## src/rtl/nary_gate_sweep_pkg.sv

```systemverilog
// Shared definitions for the N-input gate evaluator and truth-table sweeper:
// op encodings, FSM states and the supported input-count range.
package nary_gate_sweep_pkg;

    localparam int N_MIN = 2;
    localparam int N_MAX = 8;

    localparam logic [2:0] OP_AND  = 3'd0;
    localparam logic [2:0] OP_OR   = 3'd1;
    localparam logic [2:0] OP_NAND = 3'd2;
    localparam logic [2:0] OP_NOR  = 3'd3;
    localparam logic [2:0] OP_XOR  = 3'd4;
    localparam logic [2:0] OP_XNOR = 3'd5;

    typedef enum logic [1:0] {
        ST_IDLE  = 2'd0,
        ST_SWEEP = 2'd1,
        ST_DONE  = 2'd2
    } state_e;

endpackage

```

## src/rtl/nary_gate_sweep_gate_eval.sv

```systemverilog
// Combinational N-input gate: reductions for AND/OR families, parity for XOR/XNOR.
// Unknown ops give 0 and raise o_illegal.
module gate_eval
    import nary_gate_sweep_pkg::*;
#(
    parameter int N = 3
) (
    input  logic [N-1:0] i_operand,
    input  logic [2:0]   i_op,
    output logic         o_result,
    output logic         o_illegal
);

    always_comb begin
        o_result  = 1'b0;
        o_illegal = 1'b0;
        case (i_op)
            OP_AND:  o_result = &i_operand;
            OP_OR:   o_result = |i_operand;
            OP_NAND: o_result = ~&i_operand;
            OP_NOR:  o_result = ~|i_operand;
            OP_XOR:  o_result = ^i_operand;
            OP_XNOR: o_result = ~^i_operand;
            default: o_illegal = 1'b1;
        endcase
    end

endmodule

```

## src/rtl/nary_gate_sweep.sv

```systemverilog
// N-input gate with a direct registered path and a sweep engine that fills a
// 2**N-entry truth table, one operand value per cycle, through one evaluator.
module nary_gate_sweep
    import nary_gate_sweep_pkg::*;
#(
    parameter int N = 3
) (
    input  logic              clk,
    input  logic              rst_n,
    input  logic [2:0]        op,
    input  logic              in_valid,
    input  logic [N-1:0]      in_data,
    output logic              in_ready,
    output logic              out_valid,
    output logic              out,
    input  logic              start,
    output logic              busy,
    output logic              done,
    output logic [2**N-1:0]   truth_table,
    output logic [N:0]        ones_count,
    output logic              err
);

    state_e           r_state;
    state_e           w_state_nxt;
    logic [2:0]       r_op;
    logic [N-1:0]     r_index;
    logic [2**N-1:0]  r_tt;
    logic [N:0]       r_ones;
    logic             r_out;
    logic             r_out_valid;
    logic             r_err;

    logic             w_sweeping;
    logic [N-1:0]     w_operand;
    logic [2:0]       w_op;
    logic             w_result;
    logic             w_illegal;

    // The sweep borrows the evaluator; in IDLE it serves direct operands and
    // also screens the op presented alongside start.
    assign w_sweeping = (r_state == ST_SWEEP);
    assign w_operand  = w_sweeping ? r_index : in_data;
    assign w_op       = w_sweeping ? r_op    : op;

    gate_eval #(.N(N)) u_eval (
        .i_operand (w_operand),
        .i_op      (w_op),
        .o_result  (w_result),
        .o_illegal (w_illegal)
    );

    always_comb begin
        w_state_nxt = r_state;
        case (r_state)
            ST_IDLE:  if (start) w_state_nxt = ST_SWEEP;
            ST_SWEEP: if (r_index == {N{1'b1}}) w_state_nxt = ST_DONE;
            ST_DONE:  w_state_nxt = ST_IDLE;
            default:  w_state_nxt = ST_IDLE;
        endcase
    end

    always_ff @(posedge clk or negedge rst_n) begin
        if (!rst_n) begin
            r_state     <= ST_IDLE;
            r_op        <= OP_AND;
            r_index     <= '0;
            r_tt        <= '0;
            r_ones      <= '0;
            r_out       <= 1'b0;
            r_out_valid <= 1'b0;
            r_err       <= 1'b0;
        end else begin
            r_state     <= w_state_nxt;
            r_out_valid <= 1'b0;
            case (r_state)
                ST_IDLE: begin
                    if (start) begin
                        r_op    <= op;
                        r_tt    <= '0;
                        r_ones  <= '0;
                        r_index <= '0;
                        if (w_illegal) r_err <= 1'b1;
                    end else if (in_valid) begin
                        r_out       <= w_result;
                        r_out_valid <= 1'b1;
                        if (w_illegal) r_err <= 1'b1;
                    end
                end
                ST_SWEEP: begin
                    r_tt[r_index] <= w_result;
                    r_ones        <= r_ones + (N+1)'(w_result);
                    r_index       <= r_index + N'(1);
                end
                default: ;
            endcase
        end
    end

    assign in_ready    = (r_state == ST_IDLE) && !start;
    assign busy        = (r_state != ST_IDLE);
    assign done        = (r_state == ST_DONE);
    assign out         = r_out;
    assign out_valid   = r_out_valid;
    assign truth_table = r_tt;
    assign ones_count  = r_ones;
    assign err         = r_err;

endmodule

```

## config.mk

```make
export PLATFORM = sky130hd
export DESIGN_NAME = nary_gate_sweep
export DESIGN_NICKNAME = d
export VERILOG_FILES = /design/src/rtl/nary_gate_sweep_pkg.sv /design/src/rtl/nary_gate_sweep_gate_eval.sv /design/src/rtl/nary_gate_sweep.sv
export SDC_FILE = /design/constraint.sdc
export NUM_CORES = 1
export LEC_CHECK = 0
export ABC_AREA = 1
export CAP_MARGIN = 20
export CELL_PAD_IN_SITES_DETAIL_PLACEMENT = 1
export CELL_PAD_IN_SITES_GLOBAL_PLACEMENT = 2
export CORE_ASPECT_RATIO = 0.7
export CORE_UTILIZATION = 30
export CTS_BUF_LIST = sky130_fd_sc_hd__clkbuf_8
export DETAILED_ROUTE_END_ITERATION = 8
export PLACE_DENSITY = 0.85
export SETUP_SLACK_MARGIN = 0.3
export SLEW_MARGIN = 5
export SYNTH_ARGS = -nofsm -noshare
export SYNTH_HDL_FRONTEND = slang
export SYNTH_SLANG_ARGS = --single-unit
```

## constraint.sdc

```tcl
create_clock -name clk -period 7.2 [get_ports clk]
set_clock_uncertainty 0.2 [all_clocks]
set_input_delay 1.44 -clock clk [delete_from_list [all_inputs] [get_ports clk]]
set_output_delay 1.44 -clock clk [all_outputs]
set_load 0.03 [all_outputs]
```

**Word-level counts from Yosys, hierarchy flattened**

Index checks and enable logic that the tools add are counted.

- Register bits after elaboration: 23
- Bits of input ports: 10
- Output and inout bits: 18

- Add/sub/neg operators: 2
- $lt $le $gt $ge: 2
- Eq/ne operators: 10
- Mux-type cells: 21
- Bitwise operators: 1
- Reductions and logical operators: 20

Operators with widths:

| operator | count |
|---|---|
| case mux 8 bit (2 select lines) | 1 |
| == test 3 bit, second input constant | 3 |
| 2-to-1 mux 3 bit | 3 |
| bitwise mux 8 bit | 1 |
| 2-to-1 mux 8 bit | 1 |
| case mux 4 bit (2 select lines) | 1 |
| AND reduction 2 bit | 4 |
| 2-to-1 mux 1 bit | 7 |
| == test 3 x 2 -> 1 bit, second input constant | 2 |
| case mux 1 bit (6 select lines) | 1 |
| case mux 3 bit (2 select lines) | 1 |
| AND reduction 3 bit | 2 |
| nonzero test 2 bit | 3 |
| OR reduction 6 bit | 1 |
| adder 4 x 1 -> 4 bit | 1 |
| less-than comparator 3 x 4 -> 1 bit, second input constant | 1 |
| 2-to-1 mux 2 bit | 2 |
| 2-to-1 mux 4 bit | 1 |
| case mux 2 bit (2 select lines) | 1 |
| adder 3 x 1 -> 3 bit, second input constant | 1 |
| demux 1 bit (select 3 bit) | 1 |
| == test 3 x 1 -> 1 bit, second input constant | 1 |
| greater-or-equal comparator 3 x 1 -> 1 bit, second input constant | 1 |
| logical NOT 1 bit | 3 |
| other kinds (11) | 12 |

**Logic depth before layout (Yosys ltp)**

- Depth in word-level cells: 7
- Gate-level depth with buffers: 20

**By module**

Synthesis repeated with hierarchy kept, for this count alone.

- Cell total of the unflattened synthesis: 189
- Area total of the unflattened synthesis: 1350.0 µm²

By module, submodules not included:

| module | instances | cells each | area an instance (µm²) | sequential area each (µm²) |
|---|---|---|---|---|
| nary_gate_sweep | 1 | 152 | 1188.6 | 575.6 |
| gate_eval | 1 | 37 | 161.4 | 0.0 |

**Worst setup path after synthesis**

OpenSTA, ideal clock, no wires.

- Kind: input to output
- Start: input start
- End: output in_ready
- Arrival time: 1.882 ns
- Data required time: 5.560 ns
- Setup slack: 3.678 ns
- Cell stages on the path: 1
- Path buffers: 0
- Path through: nor2_1

- Longest elaborated chain between the ends: 2

RTL lines:

| element | line | source |
|---|---|---|
| start, declared | nary_gate_sweep.sv:16 | `input logic start,` |
| logical NOT 1 bit | nary_gate_sweep.sv:100 | `assign in_ready = (r_state == ST_IDLE) && !start;` |
| logical AND 1 bit | nary_gate_sweep.sv:100 |  |
| end, declared | nary_gate_sweep.sv:13 | `output logic in_ready,` |

Every way passes these cells.

**Worst setup path after layout**

Ends and elaborated chain as after synthesis.

==> metrics.log <==
[metrics] Yosys Warn Count: 0
[metrics] status: completed
[metrics] overall die area: 4820 um^2
[metrics] post-route standard cell area excluding fillers: 1720 um^2
[metrics] Critical Path Start Type: input port
[metrics] Syn Inst Count: 177
[metrics] post-synthesis cell area: 1360 um^2
[metrics] number of buffers created by CTS: 3
[metrics] initial core utilization: 31.3%
[metrics] hold crit path type: reg -> reg
[metrics] fraction of final layout cells with drive strength greater than 1: 7.80%
[metrics] Compound-Gate Fraction of Synth Area: 10.2%
[metrics] final critical delay including setup and external delays: 4360 ps
[metrics] DP HPWL: 2650 um
[metrics] die extent in x: 82.5 um
[metrics] first-pass GRT wire length: 5870 um
[metrics] Post-Syn Nets: 193
[metrics] area of placed instances: 1670 um^2
[metrics] number of search-and-repair iterations in the first detailed-routing pass: 4
[metrics] fraction of synthesized cell area in xor and xnor cells: 0.643%
[metrics] power density cells: 520 nW/um^2
[metrics] switching power as a share of total power: 52.4%
[metrics] Die Ht: 58.4 um
[metrics] portion of total power attributed to combinational logic: 65.7%
[metrics] internal power component: 427 uW
[metrics] detailed-route DRC error count: 0
[metrics] static power due to leakage: 0.000851 uW
[metrics] Setup Total Neg Slack: 0 ps
[metrics] most common cell after layout, fill and taps aside: sky130_fd_sc_hd__nand2_1
[metrics] Detailed Route Iter0 Violations: 29
[metrics] worst endpoint required time: 5560 ps
[metrics] port buffer count: 27
[metrics] proportion of power drawn by the clock network: 9.1%
[metrics] maximum number of pins on one net before global-route repair: 24
[metrics] most used cells in the layout excluding fill and tap cells: sky130_fd_sc_hd__nand2_1, sky130_fd_sc_hd__clkdlybuf4s50_1, sky130_fd_sc_hd__inv_1
[metrics] net load switching power: 470 uW
[metrics] total number of placement rows: 20
[metrics] GP Congestion: 0.765
[metrics] dominant combinational cell family by area after synthesis: simple AND/OR/NAND/NOR gates
[metrics] transition time of the tightest slew-check pin: 681 ps
[metrics] Vias: 1238
[metrics] crit path capture type: output port
[metrics] overall routing resource usage: 16.4%
[metrics] Max Transition Viols Final: 0
[metrics] Flop pwr share: 25.3%
[metrics] largest fanout on the critical path: 3
[metrics] Resized cells post-CTS: 0
[metrics] number of buffers on the longest clock path: 2
[metrics] hold_buf cts: 0
[metrics] final hold vios: 0
[metrics] CTS tree: built
[metrics] number of sinks driven by the clock tree: 23
[metrics] distinct cell type count after synthesis: 21
[metrics] number of nets in the layout: 222
[metrics] Mapped Avg Cell Area: 7.69 um^2
[metrics] startpoint-to-endpoint class of the critical path: in -> out
[metrics] number of failing setup endpoints in the final timing report: 0
[metrics] routed len/inst: 13.5 um
[metrics] worst vdd ir: 198 uV
[metrics] number of maximum-capacitance violations: 0
[metrics] number of antenna violations at the first check in global routing: 0
[metrics] Worst-path clk slew: 80 ps
[metrics] total grt overflow: 0
[metrics] placeable core region: 4350 um^2
[metrics] CTS root buf: sky130_fd_sc_hd__clkbuf_8
[metrics] number of buffers added for setup after CTS: 0
[metrics] number of global-route vias before repair: 1234
[metrics] I/O pin cnt: 28
[metrics] utilization after layout: 39.6%
[metrics] sequential fraction of the synthesis area: 42.3%
[metrics] Via-to-Cell Ratio: 4.76
[metrics] multiplexer share of the synthesized area: 0.827%
[metrics] clock insertion delay at the later pin of the skew report: 270 ps
[metrics] synthesis-to-layout area growth: 26.7%
[metrics] fmax: 0.229 GHz
[metrics] H-tree depth reported by CTS: 1
[metrics] post-synthesis share of cell area spent on full adders, half adders and majority gates: 5.51%
[metrics] flip-flop and latch count after synthesis: 23
[metrics] number of antenna diodes: 0
[metrics] overall routed net length: 3510 um
[metrics] Routed Antenna Nets: 0
[metrics] share of the clock period used by the worst path after layout: 60.5%
[metrics] setup repair after global routing missed its margin: false
[metrics] basic-gate share of the synthesized area counting and, or, nand and nor cells: 31.3%
[metrics] tightest slew margin relative to the limit: 54.5%
[metrics] Arrival @ worst endpoint: 2720 ps
[flip-flops by register name (all words and copies together) (netlist names)]
name,cells
r_op,3
truth_table,8
ones_count,4
r_state,2
out,1
out_valid,1
r_index,3
err,1
[Yosys cell counts, drive strengths merged]
library cell	instances	share of area, %
o211ai	9	5.0
o21ai	11	4.3
o21bai	1	0.55
a21oi	1	0.37
mux2	1	0.83
nand3	21	9.4
dfrtp	23	42
inv	24	6.6
clkinv	1	0.28
buf	4	2.4
nand2	54	16
ha	6	5.5
xor2	1	0.64
nor2	20	5.5
[power by group through the flow]
stage | Combinational (uW) | Clock (uW) | Sequential (uW)
global placement | 571 | 0 | 225
detailed placement | 595 | 0 | 229
global route | 667 | 90.0 | 234
finish | 589 | 81.4 | 226
CTS | 599 | 83.7 | 227
floorplan | 379 | 0 | 270
[stage by stage]
stage	cells	hold slack (ps)	worst slack [ps]	total power, uW
final	260	303	2840	897
after global routing	260	326	2800	991
after CTS	259	304	2830	910
after detailed placement	255	283	2840	825
after global placement	255	257	2860	796
after floorplan	177	253	3680	649
[worst max-delay path, stage by stage]
cell and delay (ps):
sky130_fd_sc_hd__clkdlybuf4s50_1 450, sky130_fd_sc_hd__nor2_1 150, sky130_fd_sc_hd__clkdlybuf4s50_1 680
[cell type report]
class | count | area [um^2]
Fill cell | 541 | 2630
Timing Repair Buffer | 28 | 282
Inverter | 25 | 93.8
Clock buffer | 3 | 41.3
Clock inverter | 1 | 3.75
Multi-Input combinational cell | 125 | 659
Sequential cell | 23 | 576
Tap cell | 55 | 68.8
[kinds of logic (layout without fill, tap and decap cells)]
logic type,after synthesis,count (layout)
and+or+nand+nor,95,95
AOI/OAI and AO/OA,22,22
muxes,1,1
buffers and inverters,29,57
xor gates and xnor gates,1,1
DFF,23,23
adders and majority gates,6,6
[layer usage]
layer  wire, um  part of all wire [%]  vias to the layer above  GRT usage (%)
met1       1780                    51                      594           22.9
met5          0                     0                        -              0
met2       1540                    44                       23           25.6
met3        165                   4.7                        4           4.03
li1           -                     -                      617              -
met4         30                  0.85                        0           3.69
[path summary, 6_finish.rpt]
check	startpoint	end	slack (ps)	cells after the start
worst max-delay path	start	in_ready	2840	3
worst min-delay path	out	out	300	2
worst max register to register	r_state[0]	ones_count[2]	3740	18
worst min register to register	out	out	300	2
max in group asynchronous	rst_n	r_index[0]	4900	2
min in group asynchronous	rst_n	truth_table[4]	1370	1
No activity file was read; power rests on OpenSTA's default activity.
